===== config.mk =====
export PLATFORM = sky130hd
export DESIGN_NAME = control_unit_mc
export DESIGN_NICKNAME = d
export VERILOG_FILES = /design/src/rtl/control_unit_mc.sv
export SDC_FILE = /design/constraint.sdc
export NUM_CORES = 1
export LEC_CHECK = 0
export CAP_MARGIN = 10
export CELL_PAD_IN_SITES_DETAIL_PLACEMENT = 2
export CELL_PAD_IN_SITES_GLOBAL_PLACEMENT = 2
export CORE_MARGIN = 3
export CORE_UTILIZATION = 25
export CTS_CLUSTER_SIZE = 10
export DETAILED_ROUTE_END_ITERATION = 8
export HOLD_SLACK_MARGIN = 0.03
export PLACE_DENSITY = 0.94
export SYNTH_ARGS = -nofsm -noshare
export SYNTH_HDL_FRONTEND = slang
export SYNTH_SLANG_ARGS = --single-unit

===== constraint.sdc =====
create_clock -name clk -period 4.3 [get_ports clk]
set_input_delay 0.86 -clock clk [delete_from_list [all_inputs] [get_ports clk]]
set_output_delay 0.86 -clock clk [all_outputs]
set_load 0.02 [all_outputs]

===== src/rtl/control_unit_mc.sv =====
// Multi-cycle RV32I control unit: sequences FETCH/DECODE/EXECUTE/MEM/WB and
// decodes the held instruction into datapath strobes and data-bus requests.
module control_unit_mc #(
  parameter int unsigned BUS_TIMEOUT = 0,
  parameter int unsigned CNT_W       = 32
) (
  input  logic             clk,
  input  logic             reset,
  input  logic [31:0]      instrCode,
  input  logic             busReady,
  output logic             PCEn,
  output logic             regFileWe,
  output logic             aluSrcMuxSel,
  output logic [3:0]       aluControl,
  output logic [2:0]       RFWDSrcMuxSel,
  output logic             branch,
  output logic             jal,
  output logic             jalr,
  output logic             busReq,
  output logic             busWe,
  output logic [2:0]       busSize,
  output logic             busErr,
  output logic             illegalInstr,
  output logic [CNT_W-1:0] instrRetired
);

  localparam logic [2:0] S_FETCH   = 3'd0;
  localparam logic [2:0] S_DECODE  = 3'd1;
  localparam logic [2:0] S_EXECUTE = 3'd2;
  localparam logic [2:0] S_MEM     = 3'd3;
  localparam logic [2:0] S_WB      = 3'd4;

  localparam logic [6:0] OP_R     = 7'b0110011;
  localparam logic [6:0] OP_L     = 7'b0000011;
  localparam logic [6:0] OP_I     = 7'b0010011;
  localparam logic [6:0] OP_S     = 7'b0100011;
  localparam logic [6:0] OP_B     = 7'b1100011;
  localparam logic [6:0] OP_LUI   = 7'b0110111;
  localparam logic [6:0] OP_AUIPC = 7'b0010111;
  localparam logic [6:0] OP_JAL   = 7'b1101111;
  localparam logic [6:0] OP_JALR  = 7'b1100111;

  localparam int unsigned WAIT_W = (BUS_TIMEOUT > 1) ? $clog2(BUS_TIMEOUT + 1) : 1;
  localparam logic        TIMEOUT_EN = (BUS_TIMEOUT != 0);
  // Abort fires on the MEM cycle whose miss would bring the count to BUS_TIMEOUT.
  localparam logic [WAIT_W-1:0] WAIT_LAST =
    WAIT_W'((BUS_TIMEOUT == 0) ? 0 : BUS_TIMEOUT - 1);

  logic [2:0]        state_q, state_d;
  logic [WAIT_W-1:0] wait_q, wait_d;
  logic [CNT_W-1:0]  retired_q, retired_d;

  logic [6:0] opcode;
  logic [2:0] funct3;
  logic       is_s, is_b, is_jal, is_jalr;
  logic [3:0] dec_alu_ctl;
  logic       dec_alu_src;
  logic [2:0] dec_rfwd;
  logic       dec_we_exec;
  logic       dec_mem;
  logic       dec_legal;
  logic       unused_instr_bits;

  assign opcode  = instrCode[6:0];
  assign funct3  = instrCode[14:12];
  assign is_s    = (opcode == OP_S);
  assign is_b    = (opcode == OP_B);
  assign is_jal  = (opcode == OP_JAL);
  assign is_jalr = (opcode == OP_JALR);
  assign unused_instr_bits = ^{instrCode[31], instrCode[29:15], instrCode[11:7]};

  // Per-instruction decode, independent of sequencing state.
  always_comb begin
    dec_alu_ctl = 4'b0000;
    dec_alu_src = 1'b0;
    dec_rfwd    = 3'd0;
    dec_we_exec = 1'b0;
    dec_mem     = 1'b0;
    dec_legal   = 1'b1;
    case (opcode)
      OP_R: begin
        dec_alu_ctl = {instrCode[30], funct3};
        dec_we_exec = 1'b1;
      end
      OP_I: begin
        dec_alu_ctl = {(funct3 == 3'b101) & instrCode[30], funct3};
        dec_alu_src = 1'b1;
        dec_we_exec = 1'b1;
      end
      OP_L: begin
        dec_alu_src = 1'b1;
        dec_rfwd    = 3'd1;
        dec_mem     = 1'b1;
      end
      OP_S: begin
        dec_alu_src = 1'b1;
        dec_mem     = 1'b1;
      end
      OP_B: dec_alu_ctl = {1'b0, funct3};
      OP_LUI: begin
        dec_rfwd    = 3'd2;
        dec_we_exec = 1'b1;
      end
      OP_AUIPC: begin
        dec_rfwd    = 3'd3;
        dec_we_exec = 1'b1;
      end
      OP_JAL: begin
        dec_rfwd    = 3'd4;
        dec_we_exec = 1'b1;
      end
      OP_JALR: begin
        dec_alu_src = 1'b1;
        dec_rfwd    = 3'd4;
        dec_we_exec = 1'b1;
      end
      default: dec_legal = 1'b0;
    endcase
  end

  // Next state, wait counter, retire counter and strobes; all quiet while in reset.
  always_comb begin
    state_d       = state_q;
    wait_d        = wait_q;
    retired_d     = retired_q;
    PCEn          = 1'b0;
    regFileWe     = 1'b0;
    aluSrcMuxSel  = 1'b0;
    aluControl    = 4'b0000;
    RFWDSrcMuxSel = 3'd0;
    branch        = 1'b0;
    jal           = 1'b0;
    jalr          = 1'b0;
    busReq        = 1'b0;
    busWe         = 1'b0;
    busSize       = 3'b000;
    busErr        = 1'b0;
    illegalInstr  = 1'b0;
    if (!reset) begin
      if (state_q != S_FETCH) begin
        aluSrcMuxSel  = dec_alu_src;
        aluControl    = dec_alu_ctl;
        RFWDSrcMuxSel = dec_rfwd;
      end
      case (state_q)
        S_FETCH:  state_d = S_DECODE;
        S_DECODE: state_d = S_EXECUTE;
        S_EXECUTE: begin
          branch       = is_b;
          jal          = is_jal | is_jalr;
          jalr         = is_jalr;
          regFileWe    = dec_we_exec;
          illegalInstr = ~dec_legal;
          if (dec_mem) begin
            state_d = S_MEM;
          end else begin
            PCEn    = 1'b1;
            state_d = S_FETCH;
          end
        end
        S_MEM: begin
          busReq  = 1'b1;
          busWe   = is_s;
          busSize = funct3;
          if (busReady) begin
            wait_d = '0;
            if (is_s) begin
              PCEn    = 1'b1;
              state_d = S_FETCH;
            end else begin
              state_d = S_WB;
            end
          end else if (TIMEOUT_EN && (wait_q == WAIT_LAST)) begin
            busErr  = 1'b1;
            PCEn    = 1'b1;
            wait_d  = '0;
            state_d = S_FETCH;
          end else if (TIMEOUT_EN) begin
            wait_d = wait_q + WAIT_W'(1);
          end
        end
        S_WB: begin
          regFileWe = 1'b1;
          PCEn      = 1'b1;
          state_d   = S_FETCH;
        end
        default: state_d = S_FETCH;
      endcase
      if (PCEn) retired_d = retired_q + CNT_W'(1);
    end
  end

  always_ff @(posedge clk) begin
    if (reset) begin
      state_q   <= S_FETCH;
      wait_q    <= '0;
      retired_q <= '0;
    end else begin
      state_q   <= state_d;
      wait_q    <= wait_d;
      retired_q <= retired_d;
    end
  end

  assign instrRetired = retired_q;

endmodule

==> run metrics <==
number of synthesis warnings=0; Slew @ Worst Pin=570 ps; DRC=0; unrepaired setup endpoints after global routing=no; clock buffer count from CTS=5; Routed Wire Length=7.51 mm; clk sinks=35; R2R depth=6; hold crit path type=flop to flop; clk_skew=11.6 ps; status=finished clean; layout cell share with drive strength beyond 1=0.0769; final setup fails=0; Post-CTS Hold Fix Bufs=0; setup TNS=0 ps; Largest stage delay, worst path=610 ps; delay-heaviest family, CP=buffers and inverters; initial drt markers=62; largest net degree at the start of global routing=44; CP arrival=3050 ps; Hold Path Depth=2; Pre-antenna DRT Iters=4; FILL cells=953; Area after DPL=2890 um2; number of global-route vias before repair=2575; fin nets=373; first-pass GRT wire length=12.7 mm; top-count cell post-synth=dfxtp_1; Post-Syn Area=2160 um2; Critical Path RT=3440 ps; cell accounting for the most synthesized area=dfxtp_1; H-tree levels=2; Final Cycle Share=0.909; max cap viols=0; leakage=1.00 nW; sequential cell area=701 um2; Max Buffers Root-to-Sink=2; GRT Resource Usage Total=0.158; synth-to-layout area growth=37.7%; CP most frequent cell=clkdlybuf4s50_1; Synth top cells by count=35 x dfxtp_1, 32 x nor2_1, 22 x a21oi_1; min-delay src=instrRetired[20]; Cell variety after synth=47; Startpoint Class=input pin; clock latency at the later pin of the worst-skew pair=290 ps; Top FF cell, synth=dfxtp_1; post_cts resized=0; Final Hold Vio Count=0; worst relative slew slack=0.617; final instance area=2970 um2; Post-DRT Antenna Nets=0; Port Buffer Count=64; kind of critical path=input pin to output port; Starting Density=0.260; CP endpoint kind=output port; gpl congestion=0.791; Top Ports=87; CTS clk-pin slew, worst paths=70 ps; Syn Nets=311; vias per cell=5.30; vias=2348; top post-synthesis cells by area=dfxtp_1 32%, nor2_1 5.6%, a21oi_1 5.1%; die extent in x=98.9 um; Post-synth ARST share=0; core area=8300 um2; r2r endpoint=instrRetired[30]; Synth top area share=0.325; Slowest cell on crit path=clkdlybuf4s50_1; Post-CTS Setup Bufs=0; Mapped Cells=275; DP HPWL=5.73 mm; Syn Area/Cell=7.85 um2; #FFs+latches synth=35; Max Fclk=256 MHz; full die area=9780 um2; antenna diode count=0; crit path time final=3910 ps; FF-to-FF setup slack=2000 ps; FP Rows=33; Final Max Slew Viols=0; Seq/Total Area, Yosys=0.325; Critical R2R Launch=instrRetired[0]; die height=98.9 um; WL/cell=17.0 um; overflow left after global routing=0; Buffers & Inverters on Critical Path=2; multi-input logic area=1380 um2; initial antenna violation count=0; PD cells=216 nW/um2; crit path max fanout=6; worst vdd ir=0.000103 V; crit path cell chain=clkdlybuf4s50_1 -> nor2b_1 -> nand2_1 -> a211oi_1 -> and2_1 -> clkdlybuf4s50_1; CTS root buffer=clkbuf_8; CTS tree=yes; Post-synth EDFFs=0; Hold EP=instrRetired[20]
state kept, by name, summed over array words and instances (netlist names):
register	flops
instrRetired	32
state_q	3
worst max-delay path by stage:
stage,startpoint,end,slack [ps],depth (start not counted)
finish,instrCode[5],aluControl[2],390,6
global route,instrCode[3],RFWDSrcMuxSel[0],250,7
CTS,instrCode[5],aluControl[0],370,6
detailed placement,instrCode[5],aluControl[0],390,6
global placement,instrCode[5],aluControl[0],430,6
floorplan,instrCode[3],PCEn,1420,6
cell type report:
type | instances | share of cell area
Timing Repair Buffer | 67 | 0.223
Clock inverter | 1 | 0.00168
Clock buffer | 7 | 0.0257
Sequential cell | 35 | 0.236
Inverter | 5 | 0.00631
Tap cell | 105 | 0.0442
Multi-Input combinational cell | 223 | 0.463
report_power, final:
part	internal (mW)	switching, mW	leakage [nW]
logic	0.0291	0.0431	0.675
registers	0.327	0.00503	0.282
clock network	0.114	0.123	0.0422
total	0.470	0.171	1.00
cells in the final DEF, fill, tap and decap left out, types with 2 or more instances in the layout:
cell and count:
clkdlybuf4s50_1 64, dfxtp_1 35, nor2_1 32, a21oi_1 22, nand2_1 19, o21ai_0 16, nor3_1 14, nand3_1 14
or3_1 13, nand4_1 11, and2_1 9, and3_1 9, xor2_1 7, nor2b_1 6, o311ai_0 5, xnor2_1 5
clkbuf_8 5, inv_1 4, o31ai_1 4, nand2b_1 3, and4_1 3, or4_1 3, buf_4 3, or2_2 2
a31oi_1 2, nor4_1 2, nand4_2 2, nor4_4 2, clkbuf_1 2
per-layer routing:
metal	vias to the layer above	share of wire	global-route usage
met4	0	0.012	0.0462
met3	7	0.052	0.0361
met2	55	0.51	0.285
met1	1151	0.42	0.185
li1	1135	-	-
met5	-	0	0
kinds of logic (layout without fill, tap and decap cells):
logic type	count (synthesis)	in the layout	share of synthesized area
AO/OA/AOI/OAI	57	57	0.169
other	1	1	0.00174
adder cells (fa/ha/maj)	1	1	0.00580
multiplexers	1	1	0.00522
AND/OR/NAND/NOR	151	151	0.408
flip-flops	35	35	0.325
buffers and inverters	17	80	0.0371
XOR/XNOR	12	12	0.0487
tightest hold or removal path: stages, from the launching register on:
cell and delay (ps):
dfxtp_1 330, o31ai_1 70, a21oi_1 60
through the flow:
stage | cells | hold WS, ps | worst slack, ps | power [mW] | util
floorplan | 275 | 466 | 1420 | 0.379 | -
global placement | 435 | 480 | 434 | 0.409 | 0.348
detailed placement | 435 | 507 | 390 | 0.413 | 0.348
CTS | 443 | 517 | 372 | 0.650 | 0.358
global route | 443 | 532 | 250 | 0.676 | 0.358
finish | 443 | 504 | 392 | 0.641 | 0.358
Note: power is estimated with default switching activity, not from simulation.
